`src/rtl/dmem_arbiter_pkg.sv`:
```
// Shared definitions for the data-memory arbiter: FSM state encodings,
// requester ids and the default memory depth.
package dmem_arbiter_pkg;

    typedef enum logic [1:0] {
        IDLE   = 2'd0,
        ACCESS = 2'd1,
        RESP   = 2'd2
    } state_e;

    localparam logic        REQ_ID0       = 1'b0;
    localparam logic        REQ_ID1       = 1'b1;
    localparam int unsigned NUM_REQ       = 2;
    localparam int          DEFAULT_DEPTH = 32;

endpackage

```
`src/rtl/dmem_arbiter_pick2.sv`:
```
// Combinational two-way picker. Define DMEM_ARB_RR_EN for round-robin tie
// breaking; otherwise requester 0 always wins a tie.
module dmem_arb_pick2
    import dmem_arbiter_pkg::*;
(
    input  logic [1:0] req_i,
    input  logic       last_grant_i,
    output logic       winner_o,
    output logic       valid_o
);

    always_comb begin
        valid_o  = |req_i;
        winner_o = REQ_ID0;
        if (req_i == 2'b10) begin
            winner_o = REQ_ID1;
        end else if (req_i == 2'b11) begin
`ifdef DMEM_ARB_RR_EN
            winner_o = ~last_grant_i;
`else
            winner_o = REQ_ID0;
`endif
        end
    end

`ifndef DMEM_ARB_RR_EN
    logic unused_last_grant;
    assign unused_last_grant = last_grant_i;
`endif

endmodule

```
`src/rtl/dmem_arbiter.sv`:
```
// Two-requester arbiter/sequencer for the single-port data memory.
// Tie policy is selected inside dmem_arb_pick2 by the DMEM_ARB_RR_EN macro.
module dmem_arbiter
    import dmem_arbiter_pkg::*;
#(
    parameter int DATA_W = 32,
    parameter int ADDR_W = 32,
    parameter int DEPTH  = DEFAULT_DEPTH
) (
    input  logic              clk_i,
    input  logic              rst_i,
    input  logic              r0_req_i,
    input  logic              r0_we_i,
    input  logic [ADDR_W-1:0] r0_addr_i,
    input  logic [DATA_W-1:0] r0_wdata_i,
    output logic              r0_gnt_o,
    output logic              r0_ack_o,
    output logic [DATA_W-1:0] r0_rdata_o,
    output logic              r0_err_o,
    input  logic              r1_req_i,
    input  logic              r1_we_i,
    input  logic [ADDR_W-1:0] r1_addr_i,
    input  logic [DATA_W-1:0] r1_wdata_i,
    output logic              r1_gnt_o,
    output logic              r1_ack_o,
    output logic [DATA_W-1:0] r1_rdata_o,
    output logic              r1_err_o,
    output logic              mem_write_o,
    output logic              mem_read_o,
    output logic [ADDR_W-1:0] mem_addr_o,
    output logic [DATA_W-1:0] mem_data_o,
    input  logic [DATA_W-1:0] mem_data_i
);

    localparam logic [ADDR_W-1:0] DEPTH_A = ADDR_W'(DEPTH);

    state_e            state_q, state_d;
    logic              id_q, id_d;
    logic              we_q, we_d;
    logic [ADDR_W-1:0] addr_q, addr_d;
    logic [DATA_W-1:0] wdata_q, wdata_d;
    logic              oob_q, oob_d;
    logic              last_grant_q, last_grant_d;

    logic              pick_id, pick_valid;
    logic              sel_we;
    logic [ADDR_W-1:0] sel_addr;
    logic [DATA_W-1:0] sel_wdata;
    logic [NUM_REQ-1:0] gnt_vec, ack_vec, err_vec;
    logic [DATA_W-1:0]  rdata_resp;
    logic [DATA_W-1:0]  rdata_vec [NUM_REQ];

    dmem_arb_pick2 u_pick (
        .req_i       ({r1_req_i, r0_req_i}),
        .last_grant_i(last_grant_q),
        .winner_o    (pick_id),
        .valid_o     (pick_valid)
    );

    assign sel_we    = pick_id ? r1_we_i    : r0_we_i;
    assign sel_addr  = pick_id ? r1_addr_i  : r0_addr_i;
    assign sel_wdata = pick_id ? r1_wdata_i : r0_wdata_i;

    always_ff @(posedge clk_i) begin
        if (rst_i) begin
            state_q      <= IDLE;
            id_q         <= REQ_ID0;
            we_q         <= 1'b0;
            addr_q       <= '0;
            wdata_q      <= '0;
            oob_q        <= 1'b0;
            // Reset to requester 1 so requester 0 wins the first tie.
            last_grant_q <= REQ_ID1;
        end else begin
            state_q      <= state_d;
            id_q         <= id_d;
            we_q         <= we_d;
            addr_q       <= addr_d;
            wdata_q      <= wdata_d;
            oob_q        <= oob_d;
            last_grant_q <= last_grant_d;
        end
    end

    always_comb begin
        state_d      = state_q;
        id_d         = id_q;
        we_d         = we_q;
        addr_d       = addr_q;
        wdata_d      = wdata_q;
        oob_d        = oob_q;
        last_grant_d = last_grant_q;
        mem_write_o  = 1'b0;
        mem_read_o   = 1'b0;
        gnt_vec      = '0;
        ack_vec      = '0;
        err_vec      = '0;
        rdata_resp   = '0;
        case (state_q)
            IDLE: begin
                if (pick_valid) begin
                    id_d    = pick_id;
                    we_d    = sel_we;
                    addr_d  = sel_addr;
                    wdata_d = sel_wdata;
                    oob_d   = (sel_addr >= DEPTH_A);
                    state_d = ACCESS;
                end
            end
            ACCESS: begin
                gnt_vec[id_q] = 1'b1;
                mem_write_o   = !oob_q && we_q;
                mem_read_o    = !oob_q && !we_q;
                last_grant_d  = id_q;
                state_d       = RESP;
            end
            RESP: begin
                ack_vec[id_q] = 1'b1;
                err_vec[id_q] = oob_q;
                // The memory registered its read data at the edge ending ACCESS.
                if (!we_q && !oob_q) begin
                    rdata_resp = mem_data_i;
                end
                state_d = IDLE;
            end
            default: state_d = IDLE;
        endcase
    end

    generate
        for (genvar gi = 0; gi < NUM_REQ; gi++) begin : g_rdata
            assign rdata_vec[gi] = ack_vec[gi] ? rdata_resp : '0;
        end
    endgenerate

    assign r0_gnt_o   = gnt_vec[0];
    assign r1_gnt_o   = gnt_vec[1];
    assign r0_ack_o   = ack_vec[0];
    assign r1_ack_o   = ack_vec[1];
    assign r0_err_o   = err_vec[0];
    assign r1_err_o   = err_vec[1];
    assign r0_rdata_o = rdata_vec[0];
    assign r1_rdata_o = rdata_vec[1];
    assign mem_addr_o = addr_q;
    assign mem_data_o = wdata_q;

endmodule

```
`config.mk`:
```
export PLATFORM = sky130hd
export DESIGN_NAME = dmem_arbiter
export DESIGN_NICKNAME = d
export VERILOG_FILES = /design/src/rtl/dmem_arbiter_pkg.sv /design/src/rtl/dmem_arbiter_pick2.sv /design/src/rtl/dmem_arbiter.sv
export SDC_FILE = /design/constraint.sdc
export NUM_CORES = 1
export LEC_CHECK = 0
export BUFFER_PORTS_ARGS = -buffer_cell sky130_fd_sc_hd__buf_2
export CAP_MARGIN = 10
export CORE_AREA = 2 2 116 118
export CTS_CLUSTER_DIAMETER = 150
export DETAILED_ROUTE_END_ITERATION = 6
export DIE_AREA = 0 0 118 120
export PLACE_DENSITY = 0.64
export SYNTH_ARGS = -nofsm -noshare
export SYNTH_HDL_FRONTEND = slang
export SYNTH_HIERARCHICAL = 1
export SYNTH_SLANG_ARGS = --single-unit
```
`constraint.sdc`:
```
create_clock -name clk_i -period 1.7 [get_ports clk_i]
set_clock_uncertainty 0.15 [all_clocks]
set_input_delay 0.255 -clock clk_i [delete_from_list [all_inputs] [get_ports clk_i]]
set_output_delay 0.255 -clock clk_i [all_outputs]
set_load 0.02 [all_outputs]
```
==> key figures, run 1 <==
Pwr
  – VDD IR max: 0.451 mV
  – Internal power: 3570 uW
  – Leakage power: 0.00324 uW
  – Net switching fraction of the power: about a third
  – PnR Total Power: 5230 uW
  – Comb pwr share: 28.2%
  – Reg power frac: 36.4%
  – Sw power: 1660 uW
  – Clock share of power: a little over a third
  – Pwr Density: 859 mW/mm2

Timing
  – Fin. max-slew vios: 0
  – Relative slew slack: 61.4%
  – RSZ-0062 raised after global routing: yes
  – Count of final hold-check violations: 0
  – Period utilization: 113%
  – Endpoints failing setup: 68
  – Slew @ Worst Pin: 0.571 ns
  – Worst setup margin: -0.223 ns
  – Max Freq: 520 MHz
  – Min cycle time layout: 1.92 ns

Floorplanning
  – Die Span X: ~120 um
  – Initial Util: 27.9%
  – Core area: 0.0130 mm2
  – FP Rows: 42
  – Die Y: 120 um
  – Io pins: approximately 300
  – Die Footprint: roughly 0.014 mm2

Setup path
  – Crit path max-delay cell type: dfxtp_2
  – Critical setup path kind: reg2out
  – R2R setup slack: 0.12 ns
  – Startpoint Class: flop
  – Worst Setup EP: r1_rdata_o[19]
  – Critical Path Sink Type: output port
  – CP max FO: 6
  – R2r startpoint: state_q[1]
  – Largest stage delay on the critical path: 0.37 ns
  – Worst EP arrival: 1.52 ns
  – Crit-path cells: nor3b_4, buf_6, buf_6, and3_1, buf_4
  – Most used cell along the critical path: buf_6
  – R2R cell count: 7
  – FF-to-FF End: mem_data_o[6]
  – Critical Path RT: 1.29 ns
  – Critical Path Start: state_q[0]

Final layout
  – Most common cell after layout, fill and taps aside: buf_2
  – Area Overhead vs Synth: 68.0%
  – Ant. Diodes: 0
  – Fin area: between 0.006 and 0.007 mm2
  – Finished Layout Cells: 900
  – Layout cells sized above 1: 50.6%
  – Layout Utilization: ~47%
  – Most frequent cells in the layout: 265 x buf_2, 76 x nor2_1, 66 x dfxtp_1
  – Final #Nets: 885

Job
  – Max Cap Violations: 0

Placement
  – DP Area: 0.00544 mm2
  – Placer congestion estimate: approximately 0.87
  – I/O Buffers: 301
  – Post-DP HPWL: 11200 um
  – Placed insts: a little under 900

Global route
  – GR Layer Usage met1: between 20% and 30%
  – Largest net degree at the start of global routing: 81
  – Wire length of the first global-routing pass: about 21000 um
  – Grt met3 use: 6.32%
  – Gr busiest metal: met2
  – Routing usage on met2: 34.7%
  – Initial antenna violation count: 1
  – GRT Total Usage: 19.8%
  – Vias in the first global route: 3905
  – Overflow after GRT: 0

Clock tree
  – Root buffer cell: clkbuf_16
  – CTS tree: built
  – H-tree depth: 3
  – Reg clk slew, reported paths: 0.05 ns
  – CTS Buf Count: 9
  – Clk_lat worst skew: between 0.3 and 0.4 ns
  – Sink Count: about 70
  – Clock buffer depth: 2

Detailed routing
  – ANT nets after route: 0
  – DR vias: 4346
  – Detailed-route DRC error count: 0
  – Drt via density: 4.83
  – Drt wl/cell: 16.7 um
  – DR pass1 iterations: 4
  – Initial drt markers: 210
  – Drt total wl: around 15000 um

Worst hold path
  – Tightest Hold Check Type: in2reg
  – Hold Path Origin: r0_wdata_i[24]

Yosys
  – Synth Net Count: between 500 and 600
  – Syn. warnings: 6
  – Mapped Area: 0.00363 mm2
  – Syn Inst Count: approximately 420
  – Syn Area/Cell: between 8 and 9 um2

Outcome
  – Failing checks: negative setup slack
  – Outcome: finished with violations
per-layer routing:
metal | wire [um] | vias up
li1 | - | 2137
met1 | 5510 | 1933
met2 | 7490 | 231
met3 | 1240 | 43
met4 | 744 | 2
met5 | 13 | -
what timing repair did:
item	in CTS	in global routing
cloned	4	2
gates resized for setup	73	12
endpoints found under the hold margin	0	0
pin swaps	4	2
hold buffers	0	0
endpoints found under the setup margin	72	97
buffers inserted	2	4
final cells by class:
cell class / instances / area [um2]
Fill cell: 1293 / 6890
Multi-Input combinational cell: 304 / 2110
Timing Repair Buffer: 334 / 2080
Sequential cell: 69 / 1390
Clock buffer: 11 / 243
Tap cell: 176 / 220
Clock inverter: 5 / 50.0
Inverter: 1 / 3.75
state kept, by name, indices dropped and copies added, names as in the netlist:
signal      cells
state_q         2
oob_q           1
mem_addr_o     32
id_q            1
mem_data_o     32
we_q            1
worst min-delay path by stage:
stage	end	cells past startpoint
final	mem_data_o[24]	3
after global routing	mem_data_o[0]	3
after CTS	mem_data_o[24]	3
after detailed placement	mem_data_o[8]	2
after global placement	mem_addr_o[13]	2
after floorplan	oob_q	2
power groups by stage:
| stage | sequential [uW] | clock, uW | combinational (uW) |
|---|---|---|---|
| floorplan | 2150 | 0 | 585 |
| global placement | 1930 | 0 | 1420 |
| detailed placement | 1930 | 0 | 1420 |
| CTS | 1900 | 1920 | 1430 |
| global route | 1920 | 1980 | 1610 |
| finish | 1900 | 1860 | 1470 |
through the flow:
stage          setup slack (ns)  hold WS, ns  setup TNS [ns]
5_1_grt                  -0.300        0.103          -17.85
3_3_place_gp             -0.129        0.326          -0.129
4_1_cts                  -0.202       0.0894          -11.77
3_5_place_dp             -0.164        0.338          -0.164
6_report                 -0.223        0.102          -12.02
2_1_floorplan            0.0400        0.334               0
critical path: cells and delay by family, from the launching register on:
family / cells / cell delay, ns
buffers and inverters: 3 / 0.41
DFF: 1 / 0.37
and+or+nand+nor: 2 / 0.40
Power figures use the tool's default switching activity.
==> run 2: changes to the inputs <==
--- a/config.mk
+++ b/config.mk
@@ -12,6 +12,7 @@
 export DETAILED_ROUTE_END_ITERATION = 6
 export DIE_AREA = 0 0 118 120
 export PLACE_DENSITY = 0.64
+export REMOVE_ABC_BUFFERS = 1
 export SYNTH_ARGS = -nofsm -noshare
 export SYNTH_HDL_FRONTEND = slang
 export SYNTH_HIERARCHICAL = 1
==> run 2 against run 1 <==
Compared with the run above:
- cell count is 1.2% higher
- critical path type unchanged
- largest power group unchanged
- via count is 0.53% lower
- the flow still finishes with violations (negative setup slack)
- non-clock buffer count is 12 higher
- highest routed layer is now met4
- register-to-register slack hardly changed
==> key figures, run 2 (synthesis gave the netlist of run 1 again) <==
Final layout
  – Area Overhead vs Synth: 73.6% (was 68.0%)
  – Layout cells sized above 1: 52.8% (was 50.6%)
  – Most frequent cells in the layout: 265 x buf_2, 76 x nor2_1, 65 x mux2i_1, 65 x dfxtp_1, 63 x a211oi_1 (was 265 x buf_2, 76 x nor2_1, 66 x dfxtp_1)
  – Ant. Diodes: 0 (unchanged)
  – Layout Utilization: 48.5% (was 46.9%)
  – Fin area: 0.00629 mm2 (was 0.00609 mm2)
  – Layout filler cell count: 1305 (was 1293)
  – Final #Nets: 897 (was 885)
  – Most common cell after layout, fill and taps aside: buf_2 (unchanged)

Detailed routing
  – DR vias: 4323 (was 4346)
  – Drt via density: 4.75 (was 4.83)
  – DR pass1 iterations: 4 (unchanged)
  – Detailed-route DRC error count: 0 (unchanged)
  – Drt wl/cell: 15.4 um (was 16.7 um)
  – Drt total wl: 14100 um (was 15000 um)
  – ANT nets after route: 0 (unchanged)
  – Initial drt markers: 184 (was 210)

Clock tree
  – Clock buffer depth: 2 (unchanged)
  – Root buffer cell: clkbuf_16 (unchanged)
  – Clk_lat worst skew: 0.33 ns (about the same)
  – H-tree depth: 3 (unchanged)
  – Sink Count: 69 (unchanged)
  – CTS tree: built (unchanged)
  – Post-CTS Hold Fix Bufs: 0 (unchanged)
  – CTS Buf Count: 9 (unchanged)
  – Reg clk slew, reported paths: 0.06 ns (was 0.05 ns)

Setup path
  – Worst EP arrival: 1.53 ns (was 1.52 ns)
  – Critical Path Sink Type: output port (unchanged)
  – Critical Path RT: 1.29 ns (about the same)
  – Crit path max-delay cell type: dfxtp_4 (was dfxtp_2)
  – Largest stage delay on the critical path: 0.38 ns (was 0.37 ns)
  – CP max FO: 7 (was 6)
  – Crit-path cells: nor3b_2, buf_6, clkbuf_16, and3_1, buf_4 (was nor3b_4, buf_6, buf_6, and3_1, buf_4)
  – Top delay family on crit path: buffers and inverters (unchanged)
  – Startpoint Class: flop (unchanged)
  – WP buf/inv: 3 (unchanged)
  – R2R setup slack: 0.12 ns (about the same)
  – Critical setup path kind: reg2out (unchanged)

Floorplanning
  – Die Span X: 118 um (unchanged)
  – Die Footprint: 0.0142 mm2 (unchanged)
  – Core area: 0.0130 mm2 (unchanged)
  – Die Y: 120 um (unchanged)
  – FP Rows: 42 (unchanged)
  – Io pins: 302 (unchanged)
  – Initial Util: 27.9% (unchanged)

Global route
  – Wire length of the first global-routing pass: 20400 um (was 21400 um)
  – Vias in the first global route: 3858 (was 3905)
  – Initial antenna violation count: 0 (was 1)
  – Overflow after GRT: 0 (unchanged)
  – Largest net degree at the start of global routing: 61 (was 81)
  – GRT Total Usage: 18.4% (was 19.8%)

Timing
  – Worst setup margin: -0.232 ns (was -0.223 ns)
  – RSZ-0062 raised after global routing: yes (unchanged)
  – Slew @ Worst Pin: 0.468 ns (was 0.571 ns)
  – Relative slew slack: 68.5% (was 61.4%)
  – Fin. max-slew vios: 0 (unchanged)
  – Min cycle time layout: 1.93 ns (was 1.92 ns)
  – Count of final hold-check violations: 0 (unchanged)
  – Period utilization: 114% (was 113%)
  – Max Freq: 518 MHz (was 520 MHz)
  – Endpoints failing setup: 69 (was 68)
  – Setup tns final: -12.70 ns (was -12.02 ns)

Placement
  – Pre-CTS WS: -0.105 ns (was -0.164 ns)
  – Post-DP HPWL: 10700 um (was 11200 um)
  – Placer congestion estimate: 0.827 (was 0.866)
  – DP Area: 0.00558 mm2 (was 0.00544 mm2)
  – I/O Buffers: 301 (unchanged)

Pwr
  – Leakage power: 0.00330 uW (was 0.00324 uW)
  – Pwr Density: 849 mW/mm2 (was 859 mW/mm2)
  – VDD IR max: 0.565 mV (was 0.451 mV)

Outcome
  – Failing checks: negative setup slack (unchanged)
  – Outcome: finished with violations (unchanged)

Job
  – Max Cap Violations: 0 (unchanged)

Worst hold path
  – Tightest Hold Check Type: in2reg (unchanged)
run 2: where the power goes:
group          switching [uW]  internal, uW
sequential               95.5          1810
combinational             871           675
clock                     767          1130
run 2: metrics by stage:
stage | hold slack, ns | total power [uW] | cells
global placement | 0.326 | 3370 | 886
finish | 0.108 | 5340 | 911
global route | 0.111 | 5620 | 911
CTS | 0.0950 | 5300 | 903
floorplan | 0.177 | 2730 | 374
detailed placement | 0.330 | 3380 | 886
run 2: what timing repair did:
| item | 4_1_cts | 5_1_grt |
|---|---|---|
| pin swaps | 2 | 7 |
| gates cloned | 0 | 3 |
| setup endpoints to repair | 72 | 77 |
| resized for setup | 56 | 34 |
| setup buffers | 2 | 5 |
run 2: worst paths after layout:
check,from,end,depth (start not counted)
setup / recovery,state_q[0],r1_rdata_o[22],5
hold / removal,r0_wdata_i[6],mem_data_o[6],3
setup reg to reg,state_q[1],mem_data_o[19],6
hold reg to reg,mem_addr_o[13],mem_addr_o[13],2
run 2: metal layers:
metal,global-route usage [%],routed length (um),vias to the layer above
met5,0,0,-
met4,6.78,374,0
met3,4.71,989,25
met2,33.8,7190,199
met1,20.5,5520,1934
li1,-,-,2165
run 2: cell type report:
class / count / area, um2 / share of cell area [%]
multi-input cells: 304 / 2160 / 34.3
well taps: 176 / 220 / 3.50
flip-flops and latches: 69 / 1390 / 22.1
repair buffers: 346 / 2230 / 35.5
clock inverters: 6 / 63.8 / 1.01
clock buffers: 9 / 225 / 3.58
inverters: 1 / 3.75 / 0.0596
run 2: worst min-delay path, stage by stage:
cell      delay, ns
buf_2          0.09
mux2i_1        0.11
a211oi_1       0.08
